### config.mk
export PLATFORM = sky130hd
export DESIGN_NAME = bin_to_bcd_seq
export DESIGN_NICKNAME = d
export VERILOG_FILES = /design/src/rtl/bin_to_bcd_seq.sv
export SDC_FILE = /design/constraint.sdc
export NUM_CORES = 1
export LEC_CHECK = 0
export CAP_MARGIN = 20
export CORE_AREA = 2 2 103 95
export CTS_BUF_LIST = sky130_fd_sc_hd__clkbuf_8
export DETAILED_ROUTE_END_ITERATION = 6
export DIE_AREA = 0 0 105 97
export HOLD_SLACK_MARGIN = 0.06
export REMOVE_ABC_BUFFERS = 1
export SKIP_CTS_REPAIR_TIMING = 1
export SLEW_MARGIN = 20
export SYNTH_ARGS = -nofsm -noshare
export SYNTH_HDL_FRONTEND = slang
export SYNTH_SLANG_ARGS = --single-unit
export TNS_END_PERCENT = 1
### constraint.sdc
create_clock -name clk -period 2.3 [get_ports clk]
set_clock_uncertainty 0.2 [all_clocks]
set_input_delay 0.345 -clock clk [delete_from_list [all_inputs] [get_ports clk]]
set_output_delay 0.345 -clock clk [all_outputs]
set_load 0.05 [all_outputs]
### src/rtl/bin_to_bcd_seq.sv
// Sequential binary-to-BCD converter using the shift-and-add-3 (double dabble)
// algorithm. One operand bit is consumed per clock; results that do not fit in
// DIGITS decimal digits saturate to all nines and raise overflow.
module bin_to_bcd_seq #(
    parameter int WIDTH  = 20,
    parameter int DIGITS = 6,
    parameter int SIGNED = 0
) (
    input  logic                  clk,
    input  logic                  rst,
    input  logic [WIDTH-1:0]      ans,
    input  logic                  reqconversion,
    output logic                  busy,
    output logic                  conversiondone,
    output logic [4*DIGITS-1:0]   bcd,
    output logic                  negative,
    output logic                  overflow
);

    localparam int CNT_W = $clog2(WIDTH + 1);
    localparam int BCD_W = 4 * DIGITS;
    localparam logic [WIDTH-1:0] ONE = WIDTH'(1);

    typedef enum logic [1:0] {
        IDLE  = 2'd0,
        SHIFT = 2'd1,
        DONE  = 2'd2
    } state_t;

    state_t             r_state;
    state_t             w_next;
    logic [WIDTH-1:0]   r_opnd;
    logic [BCD_W-1:0]   r_acc;
    logic [CNT_W-1:0]   r_cnt;
    logic               r_ovf;
    logic               r_sign;

    logic               w_start;
    logic               w_last;
    logic               w_neg_in;
    logic [WIDTH-1:0]   w_mag;
    logic [BCD_W-1:0]   w_adj;
    logic [BCD_W-1:0]   w_acc_sh;
    logic [WIDTH-1:0]   w_opnd_sh;
    logic               w_shout;

    // Add 3 to every digit that is 5 or more; digits are independent, no carry.
    function automatic logic [BCD_W-1:0] f_add3(input logic [BCD_W-1:0] acc);
        logic [BCD_W-1:0] res;
        res = acc;
        for (int d = 0; d < DIGITS; d++) begin
            if (acc[4*d +: 4] >= 4'd5) begin
                res[4*d +: 4] = acc[4*d +: 4] + 4'd3;
            end
        end
        return res;
    endfunction

    // Saturated result: every digit 9.
    function automatic logic [BCD_W-1:0] f_sat(input logic ovf, input logic [BCD_W-1:0] acc);
        return ovf ? {DIGITS{4'h9}} : acc;
    endfunction

    // Magnitude of the input; the most negative value maps to 2^(WIDTH-1),
    // which still fits in WIDTH unsigned bits.
    function automatic logic [WIDTH-1:0] f_mag(input logic neg, input logic [WIDTH-1:0] v);
        return neg ? (~v + ONE) : v;
    endfunction

    assign w_neg_in  = (SIGNED != 0) && ans[WIDTH-1];
    assign w_mag     = f_mag(w_neg_in, ans);
    assign w_start   = ((r_state == IDLE) || (r_state == DONE)) && reqconversion;
    assign w_last    = (r_cnt == CNT_W'(1));

    assign w_adj     = f_add3(r_acc);
    assign w_shout   = w_adj[BCD_W-1];
    assign w_acc_sh  = {w_adj[BCD_W-2:0], r_opnd[WIDTH-1]};
    assign w_opnd_sh = {r_opnd[WIDTH-2:0], 1'b0};

    // State register.
    always_ff @(posedge clk) begin
        if (rst) begin
            r_state <= IDLE;
        end else begin
            r_state <= w_next;
        end
    end

    // Next-state decode; a request in DONE chains straight into a new conversion.
    always_comb begin
        w_next = r_state;
        case (r_state)
            IDLE:    w_next = reqconversion ? SHIFT : IDLE;
            SHIFT:   w_next = w_last ? DONE : SHIFT;
            DONE:    w_next = reqconversion ? SHIFT : IDLE;
            default: w_next = IDLE;
        endcase
    end

    // Working registers: capture the operand on start, then shift one bit per cycle.
    always_ff @(posedge clk) begin
        if (rst) begin
            r_opnd <= '0;
            r_acc  <= '0;
            r_cnt  <= '0;
            r_ovf  <= 1'b0;
            r_sign <= 1'b0;
        end else if (w_start) begin
            r_opnd <= w_mag;
            r_sign <= w_neg_in;
            r_acc  <= '0;
            r_ovf  <= 1'b0;
            r_cnt  <= CNT_W'(WIDTH);
        end else if (r_state == SHIFT) begin
            r_acc  <= w_acc_sh;
            r_opnd <= w_opnd_sh;
            r_ovf  <= r_ovf | w_shout;
            r_cnt  <= r_cnt - CNT_W'(1);
        end
    end

    // Registered outputs; results update only when leaving DONE and hold otherwise.
    always_ff @(posedge clk) begin
        if (rst) begin
            busy           <= 1'b0;
            conversiondone <= 1'b0;
            bcd            <= '0;
            negative       <= 1'b0;
            overflow       <= 1'b0;
        end else begin
            busy           <= (w_next != IDLE);
            conversiondone <= (r_state == DONE);
            if (r_state == DONE) begin
                bcd      <= f_sat(r_ovf, r_acc);
                negative <= r_sign;
                overflow <= r_ovf;
            end
        end
    end

endmodule

Word level (Yosys, flattened, before mapping)

Index checks and enable logic that the tools add are counted.

Output and inout port bits: 28
Word-level logic and storage cells: 48
Input bits: 23
Register bits after elaboration: 79

Eq/ne operators: 3
Bitwise logic cells: 1
Add/subtract/negate cells: 7
Order comparisons: 6
Reductions and logical operators: 7
Muxes and demuxes: 14

Operators by type and width:

| cell                  | number |
|---|---|
| $mux W20              | 2 |
| $add A4 B2 Y4 const B | 6 |
| $ge A4 B3 Y1 const B  | 6 |
| $mux W24              | 1 |
| $mux W4               | 6 |
| $mux W5               | 2 |
| $eq A5 B1 Y1 const B  | 1 |
| $sub A5 B1 Y5 const B | 1 |
| $pmux W2 S2           | 1 |
| $reduce_bool A2 Y1    | 2 |
| $reduce_or A2 Y1      | 2 |
| $eq A2 B1 Y1 const B  | 1 |
| $eq A2 B2 Y1 const B  | 1 |
| $logic_not A2 Y1      | 1 |
| $mux W2               | 1 |
| $logic_and A1 B1 Y1   | 1 |
| $logic_or A1 B1 Y1    | 1 |
| $mux W1               | 1 |
| $or A1 B1 Y1          | 1 |

Longest topological paths before layout

Gate-level depths: netlist of run 1.

Depth in word-level cells: 4
Depth in mapped cells: 7

Worst setup path before layout of run 1

No wires, ideal clock.

Path kind: input-to-reg
From: input rst
To: register r_acc[20]
Arrival: 1.282 ns
Setup time: 0.128 ns
Stages on the path: 6
Setup slack: 0.690 ns
Path through: clkbuf_1 > nand2b_4 > buf_6 > buf_2 > buf_2 > o32ai_1

Word-level cells in the longest chain between the ends: 1

Ends and longest elaborated chain:

| item                              | line | text |
|---|---|---|
| from (decl)                       | 10   | `input logic rst,` |
| $reduce_or A2 Y1 (no source line) | n/a  |  |
| to (signal assigned)              | 115  | `r_acc <= w_acc_sh;` |
| to (decl)                         | 33   | `logic [BCD_W-1:0] r_acc;` |

Every way passes these cells.
A chain may end at the register's enable or synchronous reset.

Worst setup path after layout of run 1

From: register bcd[9]
To: output bcd[9]

RTL lines:

| item                   | line | text |
|---|---|---|
| from (decl)            | 15   | `output logic [4*DIGITS-1:0] bcd,` |
| from (signal assigned) | 134  | `bcd <= f_sat(r_ovf, r_acc);` |

No word-level cell between the ends.

==> results of run 1 <==
cells in the final DEF, fill, tap and decap left out, types with 3 or more instances in the layout:
cell type	instances
a311oi_1	19
dfxtp_1	79
o32ai_1	5
o21ai_0	12
ha_1	14
nand2_1	65
clkdlybuf4s50_1	48
a21oi_1	31
o311ai_0	6
clkbuf_8	9
nand2b_1	9
or3_1	6
nor2_1	42
xor2_1	8
buf_4	12
nand3_1	17
inv_1	16
nand3b_1	7
or4_1	12
nand4_1	12
clkinv_2	3
nor3_1	26
worst min-delay path by stage:
stage / start / endpoint / cells after the start
finish: rst / busy / 2
global route: rst / busy / 2
CTS: rst / busy / 2
detailed placement: bcd[13] / bcd[13] / 2
global placement: bcd[18] / bcd[18] / 2
floorplan: rst / bcd[10] / 1
per-stage QoR:
step | instances | setup WS, ps | util | setup TNS, ps | cell area (sq um)
global placement | 579 | 250 | 0.457 | 0 | 4110
detailed placement | 579 | 202 | 0.457 | 0 | 4110
global route | 594 | 168 | 0.474 | 0 | 4270
finish | 594 | 250 | 0.474 | 0 | 4270
floorplan | 396 | -718 | - | -20160 | 3380
CTS | 594 | 219 | 0.474 | 0 | 4270
per-layer routing:
metal | vias up | track usage | part of all wire
li1 | 1585 | - | -
met1 | 1499 | 0.197 | 0.47
met2 | 72 | 0.263 | 0.46
met3 | 10 | 0.0505 | 0.056
met4 | 0 | 0.0421 | 0.015
met5 | - | 0 | 0
layout make-up:
class / instances / area [sq um] / area share
Timing Repair Buffer: 61 / 576 / 0.135
Clock inverter: 6 / 31.3 / 0.00733
Clock buffer: 9 / 124 / 0.0290
Tap cell: 122 / 153 / 0.0358
Inverter: 14 / 52.6 / 0.0123
Multi-Input combinational cell: 303 / 1750 / 0.410
Sequential cell: 79 / 1580 / 0.371
logic make-up after synthesis:
logic type | after synthesis | share of synthesized area
compound gates | 76 | 0.142
simple gates | 202 | 0.276
fa+ha+maj | 14 | 0.0496
buf+inv | 48 | 0.0591
flops | 79 | 0.448
xor+xnor | 9 | 0.0223
mux | 1 | 0.00283
other cells | 1 | 0.00106
power by group:
group | total [W] | internal [W] | switching (W)
Sequential | 0.00144 | 0.00141 | 0.0000260
Clock | 0.000847 | 0.000374 | 0.000473
Combinational | 0.000264 | 0.000104 | 0.000161
sequential cells by signal (all words and copies together), names as in the netlist:
signal,cells
bcd,24
r_acc,24
r_opnd,20
r_cnt,5
r_state,2
busy,1
conversiondone,1
overflow,1
r_ovf,1
==> results.py, run 1 <==
metrics = {
    "run_status": {
        "run_status": "finished, final reports clean",
    },
    "worst_setup_path": {
        "cpPeakStageDelay_ps": 840,
        "cp.arrival_ps": 1500,
        "critical_path.top_delay_family": "buffers and inverters",
        "critical_path_class": "reg -> out",
        "end_kind": "output pin",
        "r2r-start": "r_acc[8]",
        "crit_chain": "clkdlybuf4s50_1",
        "crit_buf_inv": 1,
        "r2r_end": "r_acc[9]",
        "critical_path.endpoint": "bcd[9]",
        "critPathMaxFanout": 2,
        "crit_cells": 1,
        "start_kind": "flip-flop",
        "rr_worst_depth": 6,
        "worstSetupStartpoint": "bcd[9]",
        "cp_slowest_cell": "clkdlybuf4s50_1",
        "ff2ff_setup_slack_ps": 520,
        "cp.required_ps": 1750,
    },
    "logic_synthesis": {
        "avgSynthCellArea_sq_um": 8.22,
        "ys_types": 34,
        "synth_top_cells_by_count": "dfxtp_1 (79), nand2_1 (65), nor2_1 (42)",
        "synth.top_cell.area_share": 0.448,
        "yosys_warnings": 0,
        "synthTopCellsByArea": "dfxtp_1 (45%), nand2_1 (6.9%), ha_1 (5.0%)",
        "yosysMostFrequentCell": "dfxtp_1",
        "ys_ff_latch": 79,
        "syn_inst": 430,
        "synth-async-reset-ratio": 0,
        "syn_area_sq_um": 3530,
        "yosys.area.top_type": "dfxtp_1",
        "ys_seq_area_frac": 0.448,
        "synth_edf_count": 0,
        "ys.flop_type": "dfxtp_1",
    },
    "cells_and_area": {
        "n_antenna_cell": 0,
        "drive_above_1_share": 0.0614,
        "num-nets-final": 505,
        "syn_to_final_growth_pct": 20.8,
        "fillers": 930,
    },
    "grt": {
        "grt_pass1_wl_microns": 13400,
        "grt_max_degree": 42,
        "antenna_found_initial": 0,
        "grt_pass1_vias": 2958,
        "overflow": 0,
        "grt_usage": 0.158,
    },
    "detailed_routing": {
        "ant_nets": 0,
        "routed_wl_microns": 7640,
        "drtIter0Drc": 76,
        "drcViolationCount": 0,
        "wire_per_inst_microns": 12.9,
        "vias": 3166,
        "via_per_inst": 5.33,
        "drt_pass1_iterations": 6,
    },
    "clocking": {
        "cts.sinks": 79,
        "cts_tree": "yes",
        "clk_pin_slew_worst_paths_ps": 80,
        "root_buffer": "clkbuf_8",
        "cts_buffer_depth": 2,
        "clock_latency_ps": 340,
        "cts_buffers": 9,
        "htreeDepth": 3,
    },
    "die": {
        "die-width_microns": 105,
        "die_area_sq_um": 10200,
        "initial_core_util": 0.393,
        "core-area_sq_um": 9000,
        "fp.dieH_microns": 97,
        "row_count": 33,
        "top_level_ports": 51,
    },
    "hold_path": {
        "hold_path.class": "in -> reg",
    },
    "power": {
        "vdd_ir_drop_max_v": 0.000415,
        "power_density_nw_per_um2": 598,
        "total_power_w": 0.00255,
        "power_leakage_nw": 1.48,
    },
    "timing": {
        "worst_pin_slew_ps": 542,
        "hold_viol": 0,
        "drv_slew": 0,
        "min_period_over_period": 0.891,
        "max_freq_ghz": 0.488,
        "rsz0062_at_grt": "no",
        "hold_slack_ps": 165,
        "relSlewSlack": 0.638,
        "setup_viol": 0,
        "finalCriticalPeriod_ps": 2050,
    },
    "place": {
        "numPortBuffers": 49,
        "hpwl_microns": 4980,
        "gp_congestion": 0.774,
    },
    "job": {
        "maxCapViolCount": 0,
    },
}
No activity file was read; power rests on OpenSTA's default activity.
==> inputs of run 2 (changes only) <==
CORE_AREA = 2 2 87 81   (was 2 2 103 95)
DIE_AREA = 0 0 89 83   (was 0 0 105 97)
PLACE_DENSITY = 0.8   (was unset)
SLEW_MARGIN = 25   (was 20)
==> run 2 against run 1 <==
Wire length shrank 1.8%. Largest power group unchanged. Critical path depth is the same. Maximum frequency grew 0.54%. Non-clock buffer count shrank 2. Worst hold slack gained 88 ps. Total power grew 19%. Design area grew 1.2%. Die area shrank 27%. Worst setup slack gained 11 ps. Clock power grew 56%. Global-route usage grew 5.6 points.
==> results.py, run 2 (synthesized netlist as in run 1, its figures left out) <==
metrics = {
    "run_status": {
        "run_status": "finished, final reports clean",
    },
    "place": {
        "numPortBuffers": 49,
        "hpwl_microns": 4860,
        "gp_congestion": 0.809,
        "dp_cells": 545,
    },
    "die": {
        "die_area_sq_um": 7390,
        "initial_core_util": 0.548,
        "core-area_sq_um": 6450,
        "row_count": 28,
        "top_level_ports": 51,
        "die-width_microns": 89,
        "fp.dieH_microns": 83,
    },
    "power": {
        "total_power_w": 0.00302,
        "power_density_nw_per_um2": 701,
        "power_leakage_nw": 1.51,
        "vdd_ir_drop_max_v": 0.000520,
    },
    "timing": {
        "finalCriticalPeriod_ps": 2040,
        "min_period_over_period": 0.886,
        "drv_slew": 0,
        "worst_pin_slew_ps": 813,
        "setup_viol": 0,
        "rsz0062_at_grt": "no",
        "max_freq_ghz": 0.490,
        "hold_viol": 0,
        "relSlewSlack": 0.457,
    },
    "worst_setup_path": {
        "end_kind": "output pin",
        "critPathMaxFanout": 2,
        "crit_buf_inv": 1,
        "crit_chain": "clkdlybuf4s50_1",
        "critical_path.top_delay_family": "buffers and inverters",
        "crit_cells": 1,
        "start_kind": "flip-flop",
        "cp_slowest_cell": "clkdlybuf4s50_1",
        "critical_path_class": "reg -> out",
        "cp.arrival_ps": 1490,
        "cpPeakStageDelay_ps": 800,
        "rr_worst_depth": 4,
        "cp.required_ps": 1750,
    },
    "hold_path": {
        "hold_path.class": "reg -> reg",
        "min_path_cells": 2,
    },
    "detailed_routing": {
        "drtIter0Drc": 228,
        "drt_pass1_iterations": 4,
        "ant_nets": 0,
        "drcViolationCount": 0,
        "vias": 3197,
        "via_per_inst": 5.70,
        "wire_per_inst_microns": 13.4,
        "routed_wl_microns": 7510,
    },
    "cells_and_area": {
        "syn_to_final_growth_pct": 22.2,
        "n_antenna_cell": 0,
        "final_cell_mix": "dfxtp_1 (79), nand2_1 (65), clkdlybuf4s50_1 (48)",
        "fillers": 572,
        "top_regs": "bcd (24), r_acc (24), r_opnd (20)",
        "seq_area_sq_um": 1580,
        "multi_input_area_sq_um": 1750,
        "instances_no_fill": 561,
        "num-nets-final": 503,
        "drive_above_1_share": 0.0616,
        "mostFrequentLayoutCell": "dfxtp_1",
    },
    "grt": {
        "grt_usage": 0.214,
        "overflow": 0,
        "grt_pass1_wl_microns": 12900,
        "grt_max_degree": 52,
        "grt_pass1_vias": 2933,
        "antenna_found_initial": 0,
    },
    "clocking": {
        "cts_buffer_depth": 2,
        "cts_buffers": 9,
        "root_buffer": "clkbuf_8",
        "clock_latency_ps": 350,
        "htreeDepth": 3,
        "cts_tree": "yes",
        "clk_pin_slew_worst_paths_ps": 80,
        "cts.sinks": 79,
    },
    "job": {
        "maxCapViolCount": 0,
    },
}
[run 2: cell count changes in the layout (fill, tap and decap cells not counted), sizes merged]
cell / change
buf: -2
bufinv: +4
clkinv: -3
clkinvlp: +1
inv: -1
[run 2: layer usage]
layer / GRT usage / vias up / wire length (microns)
met5: 0 / - / 0
met4: 0.0597 / 0 / 114
met3: 0.0646 / 9 / 389
met2: 0.347 / 90 / 3500
met1: 0.273 / 1510 / 3500
li1: - / 1588 / -
[run 2: final timing paths]
kind,from,end,slack [ps]
worst max-delay path,bcd[4],bcd[4],260
worst min-delay path,bcd[22],bcd[22],250
worst max register to register,r_state[0],r_acc[17],470
worst min register to register,bcd[22],bcd[22],250
[run 2: worst register-to-register path, delay by kind of cell (launching register included)]
family,cells,cell delay (ps)
DFF,1,410
and+or+nand+nor,3,1000
AOI/OAI and AO/OA,1,110
[run 2: final cells by class]
type,instances,area share
Inverter,14,0.0122
Sequential cell,79,0.366
Timing Repair Buffer,59,0.130
Clock buffer,9,0.0287
Multi-Input combinational cell,303,0.405
Clock inverter,7,0.0316
Tap cell,90,0.0261
[run 2: report_power, final]
group,switching [W],total (W),internal (W)
registers,0.0000274,0.00144,0.00141
clock network,0.000499,0.00132,0.000825
logic,0.000160,0.000262,0.000101
total,0.000686,0.00302,0.00234
[run 2: per-stage QoR]
| step | instance area [sq um] | setup TNS (ps) | worst slack (ps) | hold slack (ps) | util |
|---|---|---|---|---|---|
| floorplan | 3380 | -20160 | -718 | 214 | - |
| global placement | 4060 | 0 | 231 | 239 | 0.629 |
| detailed placement | 4060 | 0 | 174 | 243 | 0.629 |
| CTS | 4320 | 0 | 235 | 254 | 0.670 |
| global route | 4320 | 0 | 195 | 279 | 0.670 |
| finish | 4320 | 0 | 261 | 253 | 0.670 |
